==> src/rtl/and_32b_if.sv <==
// Operand/result bundle for the and_32b bitwise-AND unit.
// The master drives the operands; the slave (the AND unit) returns the result and the zero flag.
interface and_32b_if #(
    parameter int WIDTH = 32
);
    logic [WIDTH-1:0] A;
    logic [WIDTH-1:0] B;
    logic [WIDTH-1:0] And;
    logic             Zero;
    logic [WIDTH-1:0] And_q;
    logic             Zero_q;

    modport master (
        output A,
        output B,
        input  And,
        input  Zero,
        input  And_q,
        input  Zero_q
    );

    modport slave (
        input  A,
        input  B,
        output And,
        output Zero,
        output And_q,
        output Zero_q
    );
endinterface

==> src/rtl/and_32b.sv <==
// Bitwise AND unit for the ALU logic-operations group: a zero-latency result and zero flag,
// plus a one-cycle registered copy of both for pipelined consumers.
module and_32b #(
    parameter int WIDTH = 32
) (
    input  logic     clk,
    input  logic     reset,
    and_32b_if.slave bus
);
    logic [WIDTH-1:0] and_w;
    logic             zero_w;
    logic [WIDTH-1:0] and_d;
    logic [WIDTH-1:0] and_q;
    logic             zero_d;
    logic             zero_q;

    // One independent 2-input AND per bit; there is no cross-bit dependency.
    for (genvar i = 0; i < WIDTH; i++) begin : g_bit
        assign and_w[i] = bus.A[i] & bus.B[i];
    end

    assign zero_w = ~|and_w;

    assign and_d  = and_w;
    assign zero_d = zero_w;

    // NOTE: sequential state uses non-blocking assignments so every register samples
    // the pre-edge values; blocking here would create ordering-dependent races.
    always_ff @(posedge clk or posedge reset) begin
        if (reset) begin
            and_q  <= '0;
            zero_q <= 1'b1;
        end else begin
            and_q  <= and_d;
            zero_q <= zero_d;
        end
    end

    // The combinational outputs never see reset so they stay valid while it is held.
    assign bus.And    = and_w;
    assign bus.Zero   = zero_w;
    assign bus.And_q  = and_q;
    assign bus.Zero_q = zero_q;
endmodule

==> src/flat_wrapper.sv <==
// flat-port wrapper written by rule: the top's interface ports become plain ports
module and_32b_flat 
#(
    parameter int WIDTH = 32
)
  (clk, reset, bus_A, bus_B, bus_And, bus_Zero, bus_And_q, bus_Zero_q);
  and_32b_if #(.WIDTH(WIDTH)) bus_i ();
  input  logic clk;
  input  logic reset;
  input wire logic [$bits(bus_i.A)-1:0] bus_A;
  input wire logic [$bits(bus_i.B)-1:0] bus_B;
  output wire logic [$bits(bus_i.And)-1:0] bus_And;
  output wire logic [$bits(bus_i.Zero)-1:0] bus_Zero;
  output wire logic [$bits(bus_i.And_q)-1:0] bus_And_q;
  output wire logic [$bits(bus_i.Zero_q)-1:0] bus_Zero_q;
  assign bus_i.A = bus_A;
  assign bus_i.B = bus_B;
  assign bus_And = bus_i.And;
  assign bus_Zero = bus_i.Zero;
  assign bus_And_q = bus_i.And_q;
  assign bus_Zero_q = bus_i.Zero_q;
  and_32b #(.WIDTH(WIDTH)) u_core (.clk(clk), .reset(reset), .bus(bus_i));
endmodule
==> config.mk <==
export PLATFORM = sky130hd
export DESIGN_NAME = and_32b_flat
export DESIGN_NICKNAME = d
export VERILOG_FILES = /design/src/rtl/and_32b_if.sv /design/src/rtl/and_32b.sv /design/src/flat_wrapper.sv
export SDC_FILE = /design/constraint.sdc
export NUM_CORES = 1
export LEC_CHECK = 0
export ABC_CLOCK_PERIOD_IN_PS = 2200
export CAP_MARGIN = 0
export CORE_AREA = 8 8 86 69
export DETAILED_ROUTE_END_ITERATION = 12
export DIE_AREA = 0 0 94 77
export GPL_ROUTABILITY_DRIVEN = 0
export PLACE_DENSITY_LB_ADDON = 0.12
export SLEW_MARGIN = 20
export SYNTH_ARGS = -nofsm -noshare
export SYNTH_HDL_FRONTEND = slang
export SYNTH_SLANG_ARGS = --single-unit
==> constraint.sdc <==
create_clock -name clk -period 2.2 [get_ports clk]
set_clock_uncertainty 0.05 [all_clocks]
set_input_delay 0.22 -clock clk [delete_from_list [all_inputs] [get_ports clk]]
set_output_delay 0.22 -clock clk [all_outputs]
set_load 0.03 [all_outputs]
==> results.md, run 1 <==
* Mean instance size in the synthesized netlist at between 10 and 15 sq um
* Area taken by multi-input logic gates at slightly below 400 sq um
* Clock root buffer: sky130_fd_sc_hd__clkbuf_8
* Leading cell type by number of instances after synthesis: sky130_fd_sc_hd__dfrtp_1
* Final worst path period share at 1.02
* CTS tree: done
* Final WL at around 5000 um
* YS warnings at 0
* Minimum setup slack after placement at -0.413 ns
* Slew HR at 0.764
* Top fanout value on the critical path at 2
* Critical path class: in -> out
* Violations in the final reports: setup timing
* MaxCap Viol Count at 0
* Count of hold buffers inserted by post-cts repair at 0
* Io pins at 132
* Biggest area consumer among synthesized cells: sky130_fd_sc_hd__dfrtp_1
* Power density relative to cell area at 547 nW/um^2
* Setup crit end: bus_Zero
* Slack of the critical path at -0.0344 ns
* EDFF count, synth at 0
* Leakage power at 1.42 nW
* Routed via count at 1,283
* Launching element type of the critical path: primary input
* Fill count at 387
* Max Used Layer: met4
* Clock buffer count from CTS at 5
* Clock input transition at the sequential cells of the worst setup and hold paths at 0.06 ns
* Slew of the pin with the lowest slew margin at 0.352 ns
* Synth top area share at 0.706
* Final Hold Violating Endpoints at 0
* Total gr overflow at 0
* Start point of the critical path: bus_A[24]
* Routed length on met3 at 797 um
* Commonest cells post-synth: 32 x sky130_fd_sc_hd__dfrtp_1, 30 x sky130_fd_sc_hd__and2_1, 8 x sky130_fd_sc_hd__or4_1, 4 x sky130_fd_sc_hd__or2_2, 2 x sky130_fd_sc_hd__and2_4
* Vias per cell at 4.13
* Global-route wire length before repair at 7550 um
* Share of final-layout standard cells stronger than drive strength 1 at 0.371
* Fmax at approximately 450 MHz
* Seq. cell area at approximately 830 sq um
* Number of placed instances, taps included at 296
* Port buffer count at 131
* Ant diodes at 0
* Top post-synthesis cells by area: sky130_fd_sc_hd__dfrtp_1 71%, sky130_fd_sc_hd__and2_1 17%, sky130_fd_sc_hd__or4_1 5.3%, sky130_fd_sc_hd__dfstp_2 2.3%, sky130_fd_sc_hd__or2_2 2.2%
* Setup Viol. Count Final at 1
* Height of the chip at 77 um
* H-tree depth at 2
* Area of the placeable core at 4620 sq um
* Largest voltage drop on the vdd net at 0.299 mV
* Pin count of the biggest net entering global routing at 22
* Setup repair after global routing missed its margin: yes
* Number of placement rows at 22
* Synthesized Nets at 145
* Endpoint arrival time on the critical path at slightly below 2 ns
* Synthesized flop and latch total at 33
* Overall routing resource usage at 0.136
* Instance count of the mapped netlist at 79
* Final routed DRC violation total at 0
* Wire length on met1 at 1680 um
* Layout Cells excl Fill at 311
* Sequential area share after synthesis at 0.730
* Overall die width at 94 um
* Starting density of the core at 0.245
* Die Outline Area at approximately 7200 sq um
* Worst min path class: in -> async
* Required time worst endpoint at 1.93 ns
* Primary flip-flop cell chosen by synthesis mapping: sky130_fd_sc_hd__dfrtp_1
* Critical path endpoint category: output pin
* Half-perimeter wire length after detailed placement at 4060 um
* Largest buffer count on any clock path at 2
* Overall power consumption at 1.59 mW
* Area grow syn2layout at 156%
* Average detailed-routed wire length per instance at about 16 um
* Result of the run: complete, but fails checks
* Detailed-routing iteration count for the pre-antenna-repair pass at 2
* Synthesized cell area at 1130 sq um
* Number of global-route vias before repair at between 1,500 and 2,000
* Net count, final at 316
* Violation count after the first detailed-routing iteration at 13
* Final critical path time including I/O delays and setup at approximately 2.2 ns
* Number of antenna violations at the first check in global routing at 0
* Met2 Wirelength at 2380 um
* Antenna Violating Nets Remaining at 0
* Clock sink count at 33
* Slew Viols, Final at 0
* Async set or reset register ratio after synthesis at 1.00
* Count of unique library cells instantiated by Yosys at 8
[power by group]
part           internal (mW)  total (mW)  switching, mW
logic                  0.260       0.480          0.220
registers              0.636       0.644        0.00785
clock network          0.255       0.463          0.208
[metal layers]
metal / vias to the layer above / global-route usage
met5: - / 0
met4: 0 / 0.0474
met3: 5 / 0.0992
met2: 85 / 0.217
met1: 592 / 0.132
li1: 601 / -
[logic make-up after synthesis]
| family | count (synthesis) | share of synthesized area |
|---|---|---|
| buffers and inverters | 1 | 0.00331 |
| flip-flops | 33 | 0.730 |
| AND/OR/NAND/NOR | 45 | 0.267 |
[layout by cell type (no fill, tap or decap), types with 6 or more instances in the layout]
cell type / n
sky130_fd_sc_hd__clkbuf_8: 6
sky130_fd_sc_hd__dfrtp_1: 32
sky130_fd_sc_hd__dlymetal6s2s_1: 9
sky130_fd_sc_hd__and2_1: 10
sky130_fd_sc_hd__buf_2: 11
sky130_fd_sc_hd__or4_4: 7
sky130_fd_sc_hd__and2_4: 22
sky130_fd_sc_hd__clkdlybuf4s15_1: 11
sky130_fd_sc_hd__clkdlybuf4s50_1: 89
sky130_fd_sc_hd__buf_4: 33
[worst max-delay path, stage by stage]
cell                     delay, ns
sky130_fd_sc_hd__buf_6        0.09
sky130_fd_sc_hd__and2_4       0.15
sky130_fd_sc_hd__or4_4        0.52
sky130_fd_sc_hd__or4_4        0.52
sky130_fd_sc_hd__nor4_4       0.30
sky130_fd_sc_hd__buf_12       0.17
[layout make-up]
cell class	count	area share
repair buffers	164	0.520
flip-flops and latches	33	0.285
multi-input cells	45	0.136
clock buffers	8	0.0310
well taps	60	0.0259
inverters	1	0.00129
[what timing repair did]
| item | 4_1_cts | 5_1_grt |
|---|---|---|
| buffers inserted | 5 | 2 |
| pin swaps | 26 | 14 |
| setup endpoints to repair | 1 | 1 |
| resized for setup | 86 | 33 |
[registers in the layout (all words and copies together), names as in the netlist]
| name | count |
|---|---|
| u_core.bus.And_q | 32 |
| u_core.bus.Zero_q | 1 |
[metrics by stage]
step | hold slack [ns] | TNS, ns | instance area [sq um] | util
after floorplan | 0.298 | 0 | 1150 | -
after global placement | 0.505 | -0.459 | 2750 | 0.594
after detailed placement | 0.497 | -0.551 | 2750 | 0.594
after CTS | 0.192 | -0.0996 | 2850 | 0.617
after global routing | 0.217 | -0.0674 | 2900 | 0.627
final | 0.196 | -0.0344 | 2900 | 0.627
[worst min-delay path by stage]
stage	start	end	depth (start not counted)
floorplan	reset	u_core.bus.And_q[0]$_DFF_PP0_	1
global placement	reset	u_core.bus.And_q[9]$_DFF_PP0_	3
detailed placement	reset	u_core.bus.And_q[6]$_DFF_PP0_	3
CTS	reset	u_core.bus.And_q[0]$_DFF_PP0_	3
global route	reset	u_core.bus.And_q[12]$_DFF_PP0_	3
finish	reset	u_core.bus.And_q[0]$_DFF_PP0_	3
Note: power is estimated with default switching activity, not from simulation.
==> inputs of run 2 (changes only) <==
==> constraint.sdc (replaced) <==
create_clock -name clk -period 2.2 [get_ports clk]
set_clock_uncertainty 0.05 [all_clocks]
set_input_delay 0.55 -clock clk [delete_from_list [all_inputs] [get_ports clk]]
set_output_delay 0.55 -clock clk [all_outputs]
set_load 0.03 [all_outputs]
==> run 2 against run 1 <==
The run still ends with setup timing left. Combinational power decreased by 2%. Fmax is 22% lower. Critical path depth unchanged. Clock power shrank 7.6%. Sequential share of layout area grew 0.84 points. Worst setup slack got worse by 0.65 ns.
==> results.md, run 2 (same netlist as run 1, synthesis figures left out) <==
* Area of the placeable core at 4620 sq um (unchanged)
* Number of global-route vias before repair at 1,516 (+0.20%)
* Largest register FFs at 32 (unchanged)
* Seq. cell area at 827 sq um (unchanged)
* Largest voltage drop on the vdd net at 0.320 mV (+6.9%)
* Endpoint arrival time on the critical path at 2.28 ns (+0.32 ns)
* Final worst path period share at 1.31 (+0.294)
* Area taken by multi-input logic gates at 395 sq um (unchanged)
* Slack of the critical path at -0.681 ns (-0.647 ns)
* Required time worst endpoint at 1.60 ns (-0.33 ns)
* Overall die width at 94 um (unchanged)
* Overall power consumption at 1.54 mW (-2.8%)
* Total gr overflow at 0 (unchanged)
* Most crowded layer after global routing: met2
* Final critical path time including I/O delays and setup at 2.88 ns (+0.647 ns)
* Launching element type of the critical path: primary input
* Half-perimeter wire length after detailed placement at 3940 um (-3.1%)
* Final Hold Violating Endpoints at 0 (unchanged)
* Top fanout value on the critical path at 2 (unchanged)
* Overall routing resource usage at 0.130 (-0.00526)
* Most used cells in the layout excluding fill and tap cells: 71 x sky130_fd_sc_hd__buf_4, 52 x sky130_fd_sc_hd__clkdlybuf4s50_1, 32 x sky130_fd_sc_hd__dfrtp_1
* Routed via count at 1,287 (+0.31%)
* Final WL at 4770 um (-2.7%)
* Violation count after the first detailed-routing iteration at 9 (-4)
* MaxCap Viol Count at 0 (unchanged)
* Pin count of the biggest net entering global routing at 18 (-18%)
* Leakage power at 1.49 nW (+4.8%)
* Average detailed-routed wire length per instance at 15.1 um (-4.6%)
* Met2 Usage GRT at 0.209 (-0.00768)
* Slew HR at 0.768 (+0.00328)
* Clock root buffer: sky130_fd_sc_hd__clkbuf_8
* Fmax at 347 MHz (-22%)
* Worst min path class: in -> reg
* Final routed DRC violation total at 0 (unchanged)
* Number of antenna violations at the first check in global routing at 0 (unchanged)
* Setup Viol. Count Final at 1 (unchanged)
* Clock buffer count from CTS at 5 (unchanged)
* Placed inst area at 2720 sq um (-0.91%)
* Height of the chip at 77 um (unchanged)
* Slew Viols, Final at 0 (unchanged)
* Setup repair after global routing missed its margin: yes
* Design area at 2820 sq um (-2.8%)
* H-tree depth at 2 (unchanged)
* Global Route met3 Usage at 0.0778 (-0.0214)
* Violations in the final reports: setup timing
* Io pins at 132 (unchanged)
* CTS tree: done
* Ant diodes at 0 (unchanged)
* Net count, final at 322 (+1.9%)
* Antenna Violating Nets Remaining at 0 (unchanged)
* Critical path endpoint category: output pin
* Detailed-routing iteration count for the pre-antenna-repair pass at 2 (unchanged)
* Starting density of the core at 0.245 (unchanged)
* Global-route wire length before repair at 7420 um (-1.7%)
* Met1 Usage GRT at 0.137 (+0.00408)
* Fill count at 403 (+4.1%)
* Port buffer count at 131 (unchanged)
* Critical path class: in -> out
* Clock input transition at the sequential cells of the worst setup and hold paths at 0.06 ns (about the same)
* Number of placement rows at 22 (unchanged)
* Die Outline Area at 7240 sq um (unchanged)
* Power density relative to cell area at 548 nW/um^2 (about the same)
* Slew of the pin with the lowest slew margin at 0.347 ns (-0.00491 ns)
* Count of hold buffers inserted by post-cts repair at 0 (unchanged)
* Share of final-layout standard cells stronger than drive strength 1 at 0.525 (+0.155)
* Most common library cell in the layout ignoring fill and taps: sky130_fd_sc_hd__buf_4
* Area grow syn2layout at 149%
* Largest buffer count on any clock path at 2 (unchanged)
* Final core utilization at 0.610 (-0.0179)
* Vias per cell at 4.06 (-1.6%)
* Result of the run: complete, but fails checks
* Clock sink count at 33 (unchanged)
run 2: final timing paths:
check,startpoint,end,slack (ns),depth (start not counted)
max,bus_A[10],bus_Zero,-0.68,6
min,bus_A[14],u_core.bus.And_q[14]$_DFF_PP0_,0.49,2
max in group asynchronous,reset,u_core.bus.Zero_q$_DFF_PP1_,1.30,3
min in group asynchronous,reset,u_core.bus.And_q[30]$_DFF_PP0_,0.55,3
run 2: final cells by class:
type                            count  share of cell area
Sequential cell                    33               0.293
Clock buffer                        8              0.0284
Tap cell                           60              0.0266
Timing Repair Buffer              170               0.510
Multi-Input combinational cell     45               0.140
Inverter                            1             0.00133
run 2: report_power, final:
group | total, mW | internal (mW) | leakage [nW] | switching [mW]
logic | 0.472 | 0.250 | 1.03 | 0.222
registers | 0.644 | 0.637 | 0.423 | 0.00724
clock network | 0.428 | 0.225 | 0.0395 | 0.203
run 2: metrics by stage:
step	cells	hold WS, ns	setup slack (ns)	setup TNS [ns]
3_3_place_gp	302	0.851	-1.04	-1.42
3_5_place_dp	302	0.855	-1.07	-1.47
4_1_cts	316	0.537	-0.740	-0.740
5_1_grt	317	0.475	-0.730	-0.730
2_1_floorplan	79	0.628	-0.595	-0.801
6_report	317	0.489	-0.681	-0.681
run 2: repair_timing:
action                     in CTS  in global routing
pin swaps                      28                  9
setup endpoints to repair       2                  1
gates resized for setup        92                 28
buffers inserted                6                  1
run 2: layer usage:
layer / vias up / share of wire
li1: 612 / -
met1: 584 / 0.38
met2: 86 / 0.47
met3: 5 / 0.14
met4: 0 / 0.0094
met5: - / 0
run 2: critical path, stage by stage:
cell                            delay (ns)
sky130_fd_sc_hd__dlygate4sd2_1        0.23
sky130_fd_sc_hd__and2_4               0.13
sky130_fd_sc_hd__or4_4                0.41
sky130_fd_sc_hd__or4_4                0.45
sky130_fd_sc_hd__nor4_4               0.33
sky130_fd_sc_hd__buf_6                0.18
